===== src/rtl/temp_mon_pkg.sv =====
// Shared definitions for the multi-channel temperature hysteresis monitor.
//   state_t   : per-channel FSM state encoding (also used as debug visibility)
//   temp_lt   : width-generic signed/unsigned "a < b" compare
package temp_mon_pkg;

  typedef enum logic [1:0] {
    ST_IDLE      = 2'd0,
    ST_ARMING    = 2'd1,
    ST_WARN      = 2'd2,
    ST_RELEASING = 2'd3
  } state_t;

  // Widest operand temp_lt accepts. Callers zero-extend their TEMP_W-bit
  // operands into this width.
  localparam int unsigned CMP_MAX_W = 64;

  // Returns a < b for operands that are w bits wide.
  // Two's-complement order is mapped onto unsigned order by inverting the
  // sign bit of both operands. Once that is done, one unsigned compare
  // covers both modes.
  function automatic logic temp_lt(
    input logic [CMP_MAX_W-1:0] a,
    input logic [CMP_MAX_W-1:0] b,
    input int unsigned          w,
    input logic                 signed_mode
  );
    logic [CMP_MAX_W-1:0] ka;
    logic [CMP_MAX_W-1:0] kb;
    ka = a;
    kb = b;
    ka[w-1] = ka[w-1] ^ signed_mode;
    kb[w-1] = kb[w-1] ^ signed_mode;
    return (ka < kb);
  endfunction

endpackage


===== src/rtl/hyst_channel.sv =====
// One temperature channel: hysteresis FSM with a persistence counter, the
// rise pulse and the sticky warning latch.
// Ports:
//   clk, reset   : clock, synchronous active-high reset
//   acc          : sample accepted this cycle (valid and configuration sane)
//   above, below : sample > high threshold, sample < low threshold
//   sticky_clr   : clears warn_sticky (a simultaneous set wins)
//   state        : registered FSM state; temp_warn is decoded from it
//   warn_rise    : one-cycle pulse on the first cycle in WARN
//   warn_sticky  : latched warning history
//
// Handshake: the channel has no back-pressure. A sample counts only on a
// cycle where acc is high. On any other cycle the FSM and the counter hold.
module hyst_channel
  import temp_mon_pkg::*;
#(
  parameter int unsigned PERSIST = 3,
  parameter int unsigned CNT_W   = $clog2(PERSIST + 1)
) (
  input  logic   clk,
  input  logic   reset,
  input  logic   acc,
  input  logic   above,
  input  logic   below,
  input  logic   sticky_clr,
  output state_t state,
  output logic   warn_rise,
  output logic   warn_sticky
);

  localparam logic [CNT_W-1:0] CNT_FULL = CNT_W'(PERSIST);
  localparam logic [CNT_W-1:0] CNT_ONE  = CNT_W'(1);

  state_t           state_n;
  logic [CNT_W-1:0] cnt;
  logic [CNT_W-1:0] cnt_n;
  logic [CNT_W-1:0] cnt_inc;
  logic             enter_warn;

  assign cnt_inc = cnt + CNT_ONE;

  always_comb begin
    state_n = state;
    cnt_n   = cnt;
    if (acc) begin
      unique case (state)
        ST_IDLE: begin
          if (above) begin
            if (PERSIST == 1) begin
              state_n = ST_WARN;
            end else begin
              state_n = ST_ARMING;
              cnt_n   = CNT_ONE;
            end
          end
        end
        ST_ARMING: begin
          if (above) begin
            if (cnt_inc == CNT_FULL) begin
              state_n = ST_WARN;
              cnt_n   = '0;
            end else begin
              cnt_n = cnt_inc;
            end
          end else begin
            state_n = ST_IDLE;
            cnt_n   = '0;
          end
        end
        ST_WARN: begin
          if (below) begin
            if (PERSIST == 1) begin
              state_n = ST_IDLE;
            end else begin
              state_n = ST_RELEASING;
              cnt_n   = CNT_ONE;
            end
          end
        end
        ST_RELEASING: begin
          if (below) begin
            if (cnt_inc == CNT_FULL) begin
              state_n = ST_IDLE;
              cnt_n   = '0;
            end else begin
              cnt_n = cnt_inc;
            end
          end else begin
            state_n = ST_WARN;
            cnt_n   = '0;
          end
        end
        default: begin
          state_n = ST_IDLE;
          cnt_n   = '0;
        end
      endcase
    end
  end

  // Only a fresh entry counts as a warning event. Returning from RELEASING
  // means the channel never left the warning condition.
  assign enter_warn = (state_n == ST_WARN) &&
                      ((state == ST_IDLE) || (state == ST_ARMING));

  always_ff @(posedge clk) begin
    if (reset) begin
      state       <= ST_IDLE;
      cnt         <= '0;
      warn_rise   <= 1'b0;
      warn_sticky <= 1'b0;
    end else begin
      state       <= state_n;
      cnt         <= cnt_n;
      warn_rise   <= enter_warn;
      warn_sticky <= enter_warn | (warn_sticky & ~sticky_clr);
    end
  end

endmodule


===== src/rtl/temp_hyst_monitor.sv =====
// Multi-channel temperature hysteresis monitor. It compares N_CH averaged
// samples against shared high/low thresholds, and each channel confirms a
// crossing only after PERSIST consecutive accepted samples.
// Ports:
//   clk, reset    : clock, synchronous active-high reset
//   sample_valid  : temp_average carries a new sample set this cycle
//   temp_average  : packed samples, channel i at [i*TEMP_W +: TEMP_W]
//   temp_high     : arm threshold (sample > temp_high)
//   temp_low      : release threshold (sample < temp_low)
//   sticky_clr    : per-channel clear of warn_sticky
//   temp_warn     : per-channel confirmed warning (WARN or RELEASING)
//   warn_rise     : per-channel one-cycle pulse on entering WARN
//   warn_sticky   : per-channel latched warning history
//   warn_any      : OR of temp_warn
//   cfg_error     : temp_low > temp_high (combinational); freezes all channels
module temp_hyst_monitor
  import temp_mon_pkg::*;
#(
  parameter int unsigned N_CH       = 4,
  parameter int unsigned TEMP_W     = 16,
  parameter int unsigned PERSIST    = 3,
  parameter bit          SIGNED_CMP = 1'b0
) (
  input  logic                   clk,
  input  logic                   reset,
  input  logic                   sample_valid,
  input  logic [N_CH*TEMP_W-1:0] temp_average,
  input  logic [TEMP_W-1:0]      temp_high,
  input  logic [TEMP_W-1:0]      temp_low,
  input  logic [N_CH-1:0]        sticky_clr,
  output logic [N_CH-1:0]        temp_warn,
  output logic [N_CH-1:0]        warn_rise,
  output logic [N_CH-1:0]        warn_sticky,
  output logic                   warn_any,
  output logic                   cfg_error
);

  logic acc;

  // Per-channel FSM state, kept visible for checkers.
  state_t ch_state [N_CH];

  // With temp_low == temp_high the band is one value wide, and that is legal.
  // Only a strictly inverted pair is an error.
  assign cfg_error = temp_lt(CMP_MAX_W'(temp_high), CMP_MAX_W'(temp_low),
                             TEMP_W, SIGNED_CMP);
  assign acc       = sample_valid & ~cfg_error;
  assign warn_any  = |temp_warn;

  for (genvar i = 0; i < N_CH; i++) begin : g_ch
    logic [TEMP_W-1:0] sample;
    logic              above;
    logic              below;

    assign sample = temp_average[i*TEMP_W +: TEMP_W];
    assign above  = temp_lt(CMP_MAX_W'(temp_high), CMP_MAX_W'(sample),
                            TEMP_W, SIGNED_CMP);
    assign below  = temp_lt(CMP_MAX_W'(sample), CMP_MAX_W'(temp_low),
                            TEMP_W, SIGNED_CMP);

    hyst_channel #(
      .PERSIST (PERSIST)
    ) u_ch (
      .clk         (clk),
      .reset       (reset),
      .acc         (acc),
      .above       (above),
      .below       (below),
      .sticky_clr  (sticky_clr[i]),
      .state       (ch_state[i]),
      .warn_rise   (warn_rise[i]),
      .warn_sticky (warn_sticky[i])
    );

    assign temp_warn[i] = (ch_state[i] == ST_WARN) ||
                          (ch_state[i] == ST_RELEASING);
  end

endmodule


===== config.mk =====
export PLATFORM = sky130hd
export DESIGN_NAME = temp_hyst_monitor
export DESIGN_NICKNAME = d
export VERILOG_FILES = /design/src/rtl/temp_mon_pkg.sv /design/src/rtl/hyst_channel.sv /design/src/rtl/temp_hyst_monitor.sv
export SDC_FILE = /design/constraint.sdc
export NUM_CORES = 1
export LEC_CHECK = 0
export BUFFER_PORTS_ARGS = -buffer_cell sky130_fd_sc_hd__buf_2
export CORE_AREA = 2 2 80 120
export CTS_CLUSTER_DIAMETER = 100
export DETAILED_ROUTE_END_ITERATION = 10
export DIE_AREA = 0 0 82 122
export PLACE_DENSITY = 0.79
export SETUP_SLACK_MARGIN = 0.5
export SLEW_MARGIN = 20
export SYNTH_ARGS = -nofsm -noshare
export SYNTH_HDL_FRONTEND = slang
export SYNTH_SLANG_ARGS = --single-unit

===== constraint.sdc =====
create_clock -name clk -period 2.4 [get_ports clk]
set_input_delay 0.36 -clock clk [delete_from_list [all_inputs] [get_ports clk]]
set_output_delay 0.36 -clock clk [all_outputs]
set_load 0.005 [all_outputs]

# Word level (Yosys, flattened, before mapping)
# Cells that the tools add are included.
# classes
add_sub_neg	4
magnitude_cmp	9
n_eq_ne	28
n_mux	56
n_bitwise	14
n_reduce_logical	21
# op_table
op	n
< comparator 16 bit	9
two-way mux 2 bit	48
one-hot mux 2 bit (4 select lines)	8
equality test 2 bit (second input constant)	16
inequality test 2 bit (second input constant)	8
AND reduction 3 bit	4
adder 2 x 1 -> 2 bit (second input constant)	4
equality test 2 x 1 -> 1 bit (second input constant)	4
zero test 2 bit	4
logical OR 1 bit	8
AND 1 bit	5
inverter 1 bit	5
logical AND 1 bit	4
bitwise OR 1 bit	4
OR reduction 4 bit	1
# totals
reg_bits	24
inputBits	103
output_inout_bits	14
word_cells	148

# Logic depth before layout (Yosys ltp)
# logic_depth
word_depth	9
mapped_depth	10
mapped_depth_nobuf	9

# Modules after synthesis
# Synthesis repeated with hierarchy kept, for this count alone.
# hier_totals
hier_cells	527
area_unflattened_um2	4177.8
# by_module_without_submodules
mod	n_inst	cells_each	area_each_um2	seq_area_each_um2
temp_hyst_monitor	1	427	3156.8	0.0
hyst_channel	4	25	255.2	120.1

# Worst setup path before layout
# OpenSTA, ideal clock, no wires.
# synth_timing
path_type	input to register
startpoint	input temp_low[11]
endpoint	register g_ch[2].u_ch.state[0]
setup_ns	0.071
arrival_ns	2.501
setup_slack_ns	-0.172
path_stages	10
n_path_buf	1
path_cell_list	inv_1 -> ha_1 -> nand3_1 -> or3_1 -> or4_4 -> and3_4 -> nand2b_4 -> buf_6 -> or3_1 -> a21oi_1
# synth_between
elab_chain_len	4
elab_cells_between_ends	8
classes_between	order compare: 2; mux: 4; bitwise: 2
# synth_rtl
element	line_no	rtl
from (decl)	temp_hyst_monitor.sv:29	input logic [TEMP_W-1:0] temp_low,
< comparator 16 bit	temp_mon_pkg.sv:33	return (ka < kb);
via cfg_error	temp_hyst_monitor.sv:35	output logic cfg_error
inverter 1 bit	temp_hyst_monitor.sv:47	assign acc = sample_valid & ~cfg_error;
AND 1 bit	temp_hyst_monitor.sv:47	
two-way mux 2 bit	hyst_channel.sv:45	if (acc) begin
to (signal assigned)	hyst_channel.sv:113	state <= state_n;
to (decl)	hyst_channel.sv:26	output state_t state,
# The timed path passes the listed nets, and every way through them passes these cells.
# A chain may end at the register's enable or synchronous reset.

# Worst setup path after layout
# layout_timing
startpoint	input temp_high[14]
endpoint	register g_ch[3].u_ch.state[0]
# layout_between
elab_chain_len	4
elab_cells_between_ends	8
classes_between	order compare: 2; mux: 4; bitwise: 2
# layout_rtl
element	line_no	rtl
from (decl)	temp_hyst_monitor.sv:28	input logic [TEMP_W-1:0] temp_high,
< comparator 16 bit	temp_mon_pkg.sv:33	
two-way mux 2 bit, or another cell as far along	hyst_channel.sv:58	if (above) begin
one-hot mux 2 bit (4 select lines) or AND 1 bit (tied branches)	hyst_channel.sv:46, temp_hyst_monitor.sv:47	
two-way mux 2 bit *	hyst_channel.sv:45	
to (signal assigned)	hyst_channel.sv:113	
to (decl)	hyst_channel.sv:26	
# Mark *: on every way between the ends. The rest lies on a longest branch, timed or not.

==> results_dict.tcl <==
set metrics [dict create \
    outcome "finished with violations" \
    violations "negative setup slack" \
    synth_warnings 0 \
    cts_max_level 1 \
    max_stage_delay_ns 0.45 \
    row_count 43 \
    syn2layout_area_growth_pct 54.59 \
    grt_pass1_vias 5481 \
    final_cell_mix "ha_1, buf_2, buf_4" \
    drv_slew 0 \
    fin_crit_sh_pct 106.0 \
    netlist_area_um2 4359 \
    setup_violations 5 \
    swShare_pct 35.73 \
    gr-total-overflow 0 \
    hold_depth 3 \
    reg2regPathDepth 6 \
    arrival_ns 2.72 \
    antenna_found_initial 0 \
    firstDrtPassIters 5 \
    clkPwrFrac_pct 22.7 \
    critical_path.most_common_cell "buf_6" \
    critPathKind "in2reg" \
    avgSynthCellArea_um2 7.826 \
    setup_ws_ns -0.1431 \
    yosysUniqueCellTypes 55 \
    cp-end-kind "flip-flop" \
    seq_area_frac_synth_pct 11.02 \
    tightest_slew_ns 0.6911 \
    cts_tree "done" \
    clock_path_buffers 2 \
    clock_latency_ns 0.26 \
    io_pins 117 \
    switchingPower_mw 0.7454 \
    r2r-end "g_ch[2].u_ch.state[0]" \
    multi_input_area_um2 4006 \
    whs_ns 0.3661 \
    clk_pin_slew_ns 0.07 \
    crit_path_top_delay_cell "or4_4" \
    n_fill_cell 608 \
    synthSimpleGateAreaFrac_pct 19.92 \
    final_common_cell "ha_1" \
    slew_headroom_pct 53.83 \
    synthCells 557 \
    drive_above_1_share_pct 41.59 \
    grt_usage_pct 31.12 \
    die-area_um2 10000 \
    regArea_um2 480.5 \
    internal_power_mw 1.341 \
    post-route-min-period_ns 2.543 \
    critPathMaxFanout 4 \
    hold_viol_final 0 \
    synth_top_area_cell "ha_1" \
    via_per_inst 6.038 \
    min_to "g_ch[0].u_ch.warn_sticky" \
    port_buffers 116 \
    hp-start "sticky_clr[0]" \
    start_kind "primary input" \
    grt_pass1_wl_mm 24.33 \
    core_um2 9039 \
    die_x_um 82 \
    antenna_cells 0 \
    cts_buffers 3 \
    max-cap-violations 0 \
    combPwrFrac_pct 57.0 \
    tns_ns -0.2073 \
    root_buffer "clkbuf_16" \
    pwr-share-seq_pct 20.2 \
    synth_fa_ha_area_share_pct 38.75 \
    die_h_um 122 \
    synth_top_family_by_area "adder cells" \
    dp_hpwl_mm 12.41 \
    critPathRequiredTime_ns 2.58 \
    p_per_area_nw_per_um2 309.6 \
    clock-sinks 24 \
    final.setup_skew_ns 0.006700 \
    hold_path_class "in2reg" \
    critPathTopFamily "simple AND/OR/NAND/NOR gates" \
    synth_compound_area_share_pct 20.58 \
    cts-hold-fix-buffers 0 \
    synth_seq_cells 24 \
    cp_num_cells 11 \
    post_drt_wl_per_cell_um 19.28 \
    rsz0062_at_grt "true" \
    drtIter0Drc 288 \
    path_cells "buf_4 -> ha_4 -> nand3_2 -> or3_4 -> or4_4 -> buf_6 -> a31oi_4 -> buf_6 -> buf_6 -> nand3b_1 -> a21oi_2" \
    max_freq_mhz 393.2 \
    synth-async-reset-ratio_pct 0 \
    cp_num_buf_inv 4 \
    synth_ff_type "dfxtp_1" \
    layout.nets 1018 \
    grt_max_degree 24 \
    synth_top_cell_area_share_pct 38.75 \
    wirelength_mm 17.18 \
    synth_edf_count 0 \
    vias 5380 \
    vdd_drop_max_uv 423.9 \
    gp_congestion 0.9432 \
    timing.rr.start "g_ch[2].u_ch.state[1]" \
    ant_nets 0 \
    synthMuxAreaShare_pct 0 \
    yosys-top-cells-area "ha_1, dfxtp_1, inv_1" \
    rrSetupSlack_ns 0.51 \
    synth_xor_area_share_pct 0 \
    start_util_pct 48.23 \
    leakage_nw 3.512 \
    syn-num-nets 795 \
    drc_errors 0 \
]
[registers in the layout (all words and copies together) (netlist names)]
register / flops
g_ch.u_ch.cnt: 8
g_ch.u_ch.state: 8
g_ch.u_ch.warn_rise: 4
g_ch.u_ch.warn_sticky: 4
[per-layer routing]
metal  vias to the layer above  track usage, %  routed length, µm
li1                       2482               -                  -
met1                      2531           31.05               6085
met2                       269           59.40               8841
met3                        98           3.185                911
met4                         0           18.44               1341
met5                         -               0                  0
[per-stage QoR]
stage	total power [mW]	area (µm²)	util (%)	worst slack (ns)	instances
detailed placement	1.336	5759	63.72	-0.3533	863
finish	2.087	6739	74.56	-0.1431	891
global placement	1.293	5759	63.72	-0.2390	863
floorplan	0.8845	4384	-	-0.1367	557
CTS	1.904	6289	69.57	-0.07594	880
global route	2.205	6739	74.56	-0.1807	891
[synthesized netlist by cell type (all sizes together) (2+ instances only)]
library cell  instances
a221o                 2
o211ai                2
nand3b                2
nor2b                 4
nor2                 29
a21o                 13
nand2b               14
and3                 10
a221oi                2
o22ai                 4
nor4b                 2
or2                   2
o21a                  9
nor3                 12
ha                  135
nor3b                 5
nand3                13
a211oi                6
or3                   5
nor4                  4
a21oi                39
nand2                30
or4                   3
dfxtp                24
buf                  10
or4b                  2
o32a                  2
inv                  86
o221ai                2
nand4                16
a32oi                 2
and4                  4
o21ai                31
a211o                 3
clkbuf                6
a2111oi               5
a31oi                 5
[cell type report]
| class | instances | share of cell area, % |
|---|---|---|
| Timing Repair Buffer | 234 | 24.73 |
| Inverter | 86 | 5.050 |
| Clock inverter | 1 | 0.4456 |
| Sequential cell | 24 | 7.130 |
| Multi-Input combinational cell | 431 | 59.45 |
| Clock buffer | 3 | 1.114 |
| Tap cell | 112 | 2.079 |
[worst reg2reg max path: stages (launching register included)]
cell,delay (ns)
dfxtp_1,0.51
nand2b_1,0.11
or3_1,0.33
o21ai_2,0.24
a21oi_4,0.12
or3_4,0.38
a21oi_2,0.13
[what timing repair did]
action                     in CTS  in global routing
setup buffers                  12                 11
gates resized for setup        66                 70
pin swaps                      29                 44
gates cloned                    1                  0
setup endpoints to repair      25                 25
[kinds of logic after synthesis]
kind of cell	after synthesis
adder cells (fa/ha/maj)	135
flip-flops	24
AO/OA/AOI/OAI	138
buffers and inverters	102
AND/OR/NAND/NOR	158
[worst max-delay path by stage]
stage	startpoint	end	slack, ns
after global placement	temp_low[9]	g_ch[2].u_ch.state[0]	-0.24
after CTS	temp_low[11]	cfg_error	-0.08
after detailed placement	temp_low[11]	g_ch[2].u_ch.state[0]	-0.35
final	temp_high[14]	g_ch[3].u_ch.state[0]	-0.14
after global routing	temp_low[14]	g_ch[3].u_ch.state[0]	-0.18
after floorplan	temp_low[15]	g_ch[2].u_ch.state[0]	-0.14
[power by group through the flow]
stage | Clock, mW | Sequential (mW) | Combinational (mW)
floorplan | 0 | 0.426 | 0.459
global placement | 0 | 0.428 | 0.866
detailed placement | 0 | 0.429 | 0.908
CTS | 0.476 | 0.421 | 1.01
global route | 0.495 | 0.423 | 1.29
finish | 0.474 | 0.422 | 1.19
(Power assumes the default switching activity.)
